## src/rtl/bnn_feature_loader_if.sv

```systemverilog
// Feature-in and result-out valid/ready streams of bnn_feature_loader.
// slave: loader side; master: source/sink side.
interface bnn_feature_loader_if #(
  parameter int FEAT_BITS = 4,
  parameter int CLS_W     = 2
);
  logic                 in_valid;
  logic                 in_ready;
  logic [FEAT_BITS-1:0] in_feat;
  logic                 out_valid;
  logic                 out_ready;
  logic [CLS_W-1:0]     out_class;

  modport slave (
    input  in_valid, in_feat, out_ready,
    output in_ready, out_valid, out_class
  );

  modport master (
    output in_valid, in_feat, out_ready,
    input  in_ready, out_valid, out_class
  );
endinterface

```

## src/rtl/bnn_feature_loader.sv

```systemverilog
// Feeds a sequential BNN classifier: assembles features, restarts it,
// waits CLASSIFY_CYCLES, captures prediction and hands it downstream.
// Ports: clk, rst (sync, active-high), bus (feature in / class out
// streams), features, clf_rst, pred_in, result_cnt.
module bnn_feature_loader #(
  parameter int FEAT_CNT        = 19,
  parameter int FEAT_BITS       = 4,
  parameter int CLASS_CNT       = 3,
  parameter int CLASSIFY_CYCLES = 45,
  parameter int CNT_BITS        = 16,
  localparam int CLS_W =
    (CLASS_CNT > 1) ? $clog2(CLASS_CNT) : 1
) (
  input  logic                          clk,
  input  logic                          rst,
  bnn_feature_loader_if.slave           bus,
  output logic [FEAT_CNT*FEAT_BITS-1:0] features,
  output logic                          clf_rst,
  input  logic [CLS_W-1:0]              pred_in,
  output logic [CNT_BITS-1:0]           result_cnt
);

  localparam int IW = $clog2(FEAT_CNT + 1);
  localparam int WW = $clog2(CLASSIFY_CYCLES + 1);

  typedef enum logic [1:0] {
    S_LOAD,
    S_RUN,
    S_OUT
  } state_t;

  state_t                        r_state;
  state_t                        w_next;
  logic [IW-1:0]                 r_idx;
  logic [WW-1:0]                 r_wait;
  logic [FEAT_CNT*FEAT_BITS-1:0] r_feat;
  logic [CLS_W-1:0]              r_cls;
  logic [CNT_BITS-1:0]           r_cnt;

  logic w_acc;
  logic w_last;
  logic w_done;
  logic w_hs;

  assign w_acc  = (r_state == S_LOAD) && bus.in_valid;
  assign w_last = (r_idx == IW'(FEAT_CNT - 1));
  assign w_done = (r_state == S_RUN) &&
                  (r_wait == WW'(CLASSIFY_CYCLES - 1));
  assign w_hs   = (r_state == S_OUT) && bus.out_ready;

  always_ff @(posedge clk) begin
    if (rst) r_state <= S_LOAD;
    else     r_state <= w_next;
  end

  always_comb begin
    w_next = r_state;
    unique case (r_state)
      S_LOAD:  if (w_acc && w_last) w_next = S_RUN;
      S_RUN:   if (w_done)          w_next = S_OUT;
      S_OUT:   if (bus.out_ready)   w_next = S_LOAD;
      default:                      w_next = S_LOAD;
    endcase
  end

  always_ff @(posedge clk) begin
    if (rst) begin
      r_idx  <= '0;
      r_wait <= '0;
      r_feat <= '0;
      r_cls  <= '0;
      r_cnt  <= '0;
    end else begin
      if (w_acc) begin
        for (int k = 0; k < FEAT_CNT; k++) begin
          if (r_idx == IW'(k))
            r_feat[k*FEAT_BITS +: FEAT_BITS] <= bus.in_feat;
        end
        r_idx <= w_last ? '0 : r_idx + 1'b1;
      end
      if (r_state == S_RUN)
        r_wait <= w_done ? '0 : r_wait + 1'b1;
      if (w_done)
        r_cls <= pred_in;
      if (w_hs)
        r_cnt <= r_cnt + 1'b1;
    end
  end

  // rst gating keeps in_ready low during reset even before the
  // state register has settled; no path from in_valid/out_ready.
  assign bus.in_ready  = (r_state == S_LOAD) && !rst;
  assign bus.out_valid = (r_state == S_OUT);
  assign bus.out_class = r_cls;

  // r_wait is 0 only in the first RUN cycle.
  assign clf_rst    = rst || ((r_state == S_RUN) && (r_wait == '0));
  assign features   = r_feat;
  assign result_cnt = r_cnt;

endmodule
```

## src/flat_wrapper.sv

```systemverilog
// flat-port wrapper written by rule: the top's interface ports become plain ports
module bnn_feature_loader_flat 
#(
  parameter int FEAT_CNT        = 19,
  parameter int FEAT_BITS       = 4,
  parameter int CLASS_CNT       = 3,
  parameter int CLASSIFY_CYCLES = 45,
  parameter int CNT_BITS        = 16,
  localparam int CLS_W =
    (CLASS_CNT > 1) ? $clog2(CLASS_CNT) : 1
)
  (clk, rst, features, clf_rst, pred_in, result_cnt, bus_in_valid, bus_in_feat, bus_out_ready, bus_in_ready, bus_out_valid, bus_out_class);
  bnn_feature_loader_if #(.FEAT_BITS(FEAT_BITS)) bus_i ();
  input  logic clk;
  input  logic rst;
  output logic [FEAT_CNT*FEAT_BITS-1:0] features;
  output logic clf_rst;
  input  logic [CLS_W-1:0] pred_in;
  output logic [CNT_BITS-1:0] result_cnt;
  input wire logic [$bits(bus_i.in_valid)-1:0] bus_in_valid;
  input wire logic [$bits(bus_i.in_feat)-1:0] bus_in_feat;
  input wire logic [$bits(bus_i.out_ready)-1:0] bus_out_ready;
  output wire logic [$bits(bus_i.in_ready)-1:0] bus_in_ready;
  output wire logic [$bits(bus_i.out_valid)-1:0] bus_out_valid;
  output wire logic [$bits(bus_i.out_class)-1:0] bus_out_class;
  assign bus_i.in_valid = bus_in_valid;
  assign bus_i.in_feat = bus_in_feat;
  assign bus_i.out_ready = bus_out_ready;
  assign bus_in_ready = bus_i.in_ready;
  assign bus_out_valid = bus_i.out_valid;
  assign bus_out_class = bus_i.out_class;
  bnn_feature_loader #(.FEAT_CNT(FEAT_CNT), .FEAT_BITS(FEAT_BITS), .CLASS_CNT(CLASS_CNT), .CLASSIFY_CYCLES(CLASSIFY_CYCLES), .CNT_BITS(CNT_BITS)) u_core (.clk(clk), .rst(rst), .bus(bus_i), .features(features), .clf_rst(clf_rst), .pred_in(pred_in), .result_cnt(result_cnt));
endmodule
```

## config.mk

```make
export PLATFORM = sky130hd
export DESIGN_NAME = bnn_feature_loader_flat
export DESIGN_NICKNAME = d
export VERILOG_FILES = /design/src/rtl/bnn_feature_loader_if.sv /design/src/rtl/bnn_feature_loader.sv /design/src/flat_wrapper.sv
export SDC_FILE = /design/constraint.sdc
export NUM_CORES = 1
export LEC_CHECK = 0
export CORE_MARGIN = 4
export CORE_UTILIZATION = 35
export CTS_BUF_LIST = sky130_fd_sc_hd__clkbuf_16
export CTS_CLUSTER_DIAMETER = 150
export DETAILED_ROUTE_END_ITERATION = 6
export GPL_TIMING_DRIVEN = 0
export SLEW_MARGIN = 30
export SYNTH_ARGS = -nofsm -noshare
export SYNTH_HDL_FRONTEND = slang
export SYNTH_SLANG_ARGS = --single-unit
```

## constraint.sdc

```tcl
create_clock -name clk -period 2.15 [get_ports clk]
set_input_delay 0.3225 -clock clk [delete_from_list [all_inputs] [get_ports clk]]
set_output_delay 0.3225 -clock clk [all_outputs]
set_load 0.01 [all_outputs]
```

Word level (Yosys, flattened, before mapping)
Cells that the tools add are included.

word-level totals
  flip-flop bits (word level) = 107
  bits of input ports = 10
  output and inout bits = 97

operators by class
  add/sub/neg operators = 3
  eq/ne operators = 24
  muxes and demuxes = 6
  reductions and logical operators = 31

operators by type and width
  cell                     number
  $eq A5 B4 Y1 const B     8
  $reduce_and A2 Y1        19
  $eq A5 B3 Y1 const B     4
  $add A16 B1 Y16 const B  1
  $eq A5 B5 Y1 const B     3
  $eq A5 B2 Y1 const B     2
  $add A6 B1 Y6 const B    1
  $eq A6 B6 Y1 const B     1
  $logic_and A1 B1 Y1      6
  $logic_not A6 Y1         1
  $mux W2                  3
  $mux W6                  1
  $pmux W2 S3              1
  $add A5 B1 Y5 const B    1
  $eq A5 B1 Y1 const B     1
  $logic_not A5 Y1         1
  $mux W5                  1
  $ne A2 B2 Y1 const B     2
  $reduce_and A3 Y1        1
  $eq A2 B1 Y1 const B     1
  $eq A2 B2 Y1 const B     1
  $logic_not A2 Y1         1
  $ne A2 B1 Y1 const B     1
  $logic_not A1 Y1         1
  $logic_or A1 B1 Y1       1

Depth between registers and ports, before layout
  depth in word-level cells = 5
  gate-level depth with buffers = 7

Worst setup path before layout
Ideal clock, no wire load.

  path kind = reg-to-output
  start point = register u_core.r_wait[0]
  end point = output clf_rst
  arrival time = 1.461 ns
  required time = 1.827 ns
  path slack = 0.367 ns
  stages on the path, launching flop included = 5
  buffers on the path = 0
  path through = dfxtp_1 -> inv_1 -> ha_1 -> or4b_2 -> o31ai_1

on the way
  word-level cells in the longest chain between the ends = 3

ends and longest elaborated chain
  what                      line                      text
  start: declaration        bnn_feature_loader.sv:35  logic [WW-1:0] r_wait;
  start signal: assignment  bnn_feature_loader.sv:82  r_wait <= w_done ? '0 : r_wait + 1'b1;
  $logic_not A6 Y1          bnn_feature_loader.sv:97  assign clf_rst = rst || ((r_state == S_RUN) && (r_wait == '0));
  $logic_and A1 B1 Y1       bnn_feature_loader.sv:97
  $logic_or A1 B1 Y1        bnn_feature_loader.sv:97
  end: declaration          flat_wrapper.sv:17        output logic clf_rst;

No other way between the ends.

Final worst setup path
Ends and elaborated chain as after synthesis.

==> results.md <==
- Result of the run: finished clean
- Class of the tightest hold or removal check: in2reg
- Maximum number of pins on one net before global-route repair: 20
- Sequential Area: around 2100 µm²
- Antenna Cells: 0
- Die span in y: between 100 and 150 µm
- Top cells by area, synth: dfxtp_1 50%, mux2i_1 17%, nor2_1 7.7%, nand3_1 4.1%, a21oi_1 2.6%
- Post-placement cell area: roughly 5500 µm²
- Relative max-transition margin: 60.1%
- Number of synthesized flops with an enable pin: 0
- Worst-case vdd ir drop: approximately 0.38 mV
- Synthesis-stage register bit count: 107
- DR vias: 3614
- Largest area contributor in the netlist: dfxtp_1
- Cells on Worst Hold Path: 3
- CTS Buf Count: 9
- R2R Path End: u_core.features[73]$_SDFFE_PP0P_
- Avg Inst Size Synth: 9.38 µm²
- H-tree lvl count: 3
- Register clock-pin slew on the reported worst setup and hold paths: roughly 0.070 ns
- Via count of the first global-routing pass: approximately 3500
- Reg2Reg Launch Point: u_core.r_state[1]$_SDFFE_PP0P_
- Number of distinct library cells after synthesis: 38
- Final wirelength: ~11 mm
- Post-place setup slack: -0.209 ns
- Residual DRC count: 0
- Pre-antenna DRT Iters: 4
- Arrival time of the worst setup path: approximately 1.8 ns
- Initial core utilization: a little over a third
- Post-Layout Inst Area: ~5900 µm²
- Final weighted congestion in routability-driven placement: between 0.8 and 0.9
- Max clock buf depth: 2
- Remaining antenna violation count: 0
- Startpoint of the tightest hold check path: bus_in_feat[3]
- Utilization after layout: a little under 50%
- Fin crit period: 2.10 ns
- Area of the core region: 12000 µm²
- Synthesized area: between 4000 and 5000 µm²
- Total setup violations reported at the end of the flow: 0
- Routed length per instance: between 15 and 20 µm
- Classification of the worst setup path: reg2out
- Critical Path Sink Type: output pin
- Post-synthesis cell count: approximately 460
- Post-detailed-route via-to-cell ratio: roughly 5
- Total count of hold-check failures in the final report: 0
- Post-Syn Nets: ~480
- Accumulated negative setup slack: 0 ns
- Register-to-register path setup slack: around 0.31 ns
- Total placed cells including tap cells: 707
- Final hold slack: 0.435 ns
- Power density relative to cell area: 683 nW/µm²
- Sequential share of the synthesized area: approximately 50%
- Initial detailed-routing violation count: between 100 and 150
- Standby leakage power: approximately 2.6 nW
- Async S/R FF share, synth: 0%
- Maximum clock rate: 476 MHz
- Area share of the largest cell type after synthesis: roughly 50%
- Count of input and output buffers: 101
- Worst path setup slack after routing: between 0.04 and 0.05 ns
- Kind of start point of the critical path: register
- Share of cells above drive strength 1: 6.04%
- Final net count: roughly 590
- Horizontal die dimension: 119 µm
- Dominant register cell in the synthesized netlist: dfxtp_1
- Gr usage total: between 15 and 20%
- Critical path required time: 1.83 ns
- Fill cell total of the finished layout: 1144
- Synth warn: 0
- Tot Pwr: 4.02 mW
- Site row count: 40
- Number of cells on the worst reg-to-reg path: 5
- Ports: 107
- Post-route non-filler standard cell count: around 730
- Full die area: roughly 14000 µm²
- Multi-input gate area: 2030 µm²
- Clock root buffer master: clkbuf_16
- Post-synthesis to final-layout area growth: 36.6%
- Maximum fanout encountered on the critical timing path: 2
- Leading cell types by count after synthesis: 107 x dfxtp_1, 88 x nor2_1, 73 x mux2i_1
- Overflow after GRT: 0
- Slew at the pin with the worst max-slew slack: roughly 0.6 ns
- Share of the clock period used by the worst path: a little over nine tenths
- Capture endpoint of the worst hold path: u_core.features[63]$_SDFFE_PP0P_
- Final clock skew: 0.00850 ns
- Initial antenna violation count: 0
- Fin. max-slew vios: 0
- Number of sinks handled by clock tree synthesis: around 110
- Clock insertion delay at the later pin of the skew report: 0.35 ns
- Dominant cell by count in the synthesized netlist: dfxtp_1
- HPWL after detailed placement: around 8 mm
- Global-route wire length before repair: around 18 mm
- Count of maximum capacitance violations: 0
- TritonCTS clock tree: built
==> power by group <==
group          internal, mW  switching [mW]
sequential             2.00          0.0136
clock                  1.05           0.778
combinational        0.0669           0.118
==> state kept, by name, summed over array words and instances, names as in the netlist <==
name / cells
u_core.r_state: 2
u_core.r_idx: 5
u_core.features: 76
u_core.bus.out_class: 2
u_core.r_wait: 6
u_core.result_cnt: 16
==> critical path: stages, from the launching register on <==
cell	delay, ns
dfxtp_2	0.32
inv_1	0.06
ha_2	0.17
or4b_4	0.47
o31ai_4	0.24
buf_2	0.16
==> repair_timing <==
| action | CTS | global route |
|---|---|---|
| endpoints found under the setup margin | 1 | 3 |
| pin swaps | 1 | 1 |
| hold endpoints to repair | 0 | 0 |
| hold buffers | 0 | 0 |
| setup buffers | 2 | 1 |
| resized for setup | 9 | 2 |
==> metal layers <==
metal	GRT usage [%]	share of wire [%]
met4	4.56	0.63
met5	0	0
met1	19.1	43
met3	6.27	8.4
met2	25.5	48
==> logic make-up after synthesis <==
logic type	after synthesis	share of synthesized area, %
and+or+nand+nor	184	20.2
AOI/OAI and AO/OA	38	4.94
buffers and inverters	39	3.72
muxes	73	17.0
DFF	107	49.8
xor gates and xnor gates	10	2.03
adders and majority gates	8	2.33
==> worst max path at each step <==
stage	from	endpoint	slack, ns	cells after the start
after global placement	bus_in_valid	u_core.features[75]$_SDFFE_PP0P_	-0.23	6
after CTS	u_core.r_wait[0]$_SDFFE_PP0P_	clf_rst	0.03	5
final	u_core.r_wait[0]$_SDFFE_PP0P_	clf_rst	0.05	5
after global routing	u_core.r_wait[0]$_SDFFE_PP0P_	clf_rst	-0.01	5
after detailed placement	bus_in_valid	u_core.features[72]$_SDFFE_PP0P_	-0.21	6
after floorplan	u_core.r_wait[0]$_SDFFE_PP0P_	clf_rst	0.37	4
==> cell type report <==
type / instances / share of cell area, %
Inverter: 7 / 0.447
Clock buffer: 9 / 3.83
Tap cell: 147 / 3.13
Sequential cell: 107 / 36.5
Clock inverter: 7 / 1.85
Multi-Input combinational cell: 313 / 34.5
Timing Repair Buffer: 104 / 17.5
Buffer: 32 / 2.28
==> cells in the final DEF (no fill, tap or decap), drive strengths merged, types with 2 or more instances in the layout <==
cell type and count:
or3b 2, xnor2 4, and3 4, bufinv 2, a21oi 22, dfxtp 107
mux2i 73, nand4 4, nor3 6, nor2 88, clkbuf 33, o21ai 8
clkdlybuf4s50 100, o21a 2, or3 5, xor2 6, nand3 35, ha 8
clkinv 2, nor3b 4, nand2 22, inv 10, nand2b 2, and4 2
a311oi 2, o31ai 2, buf 12, nor4 2
Power figures use the tool's default switching activity.
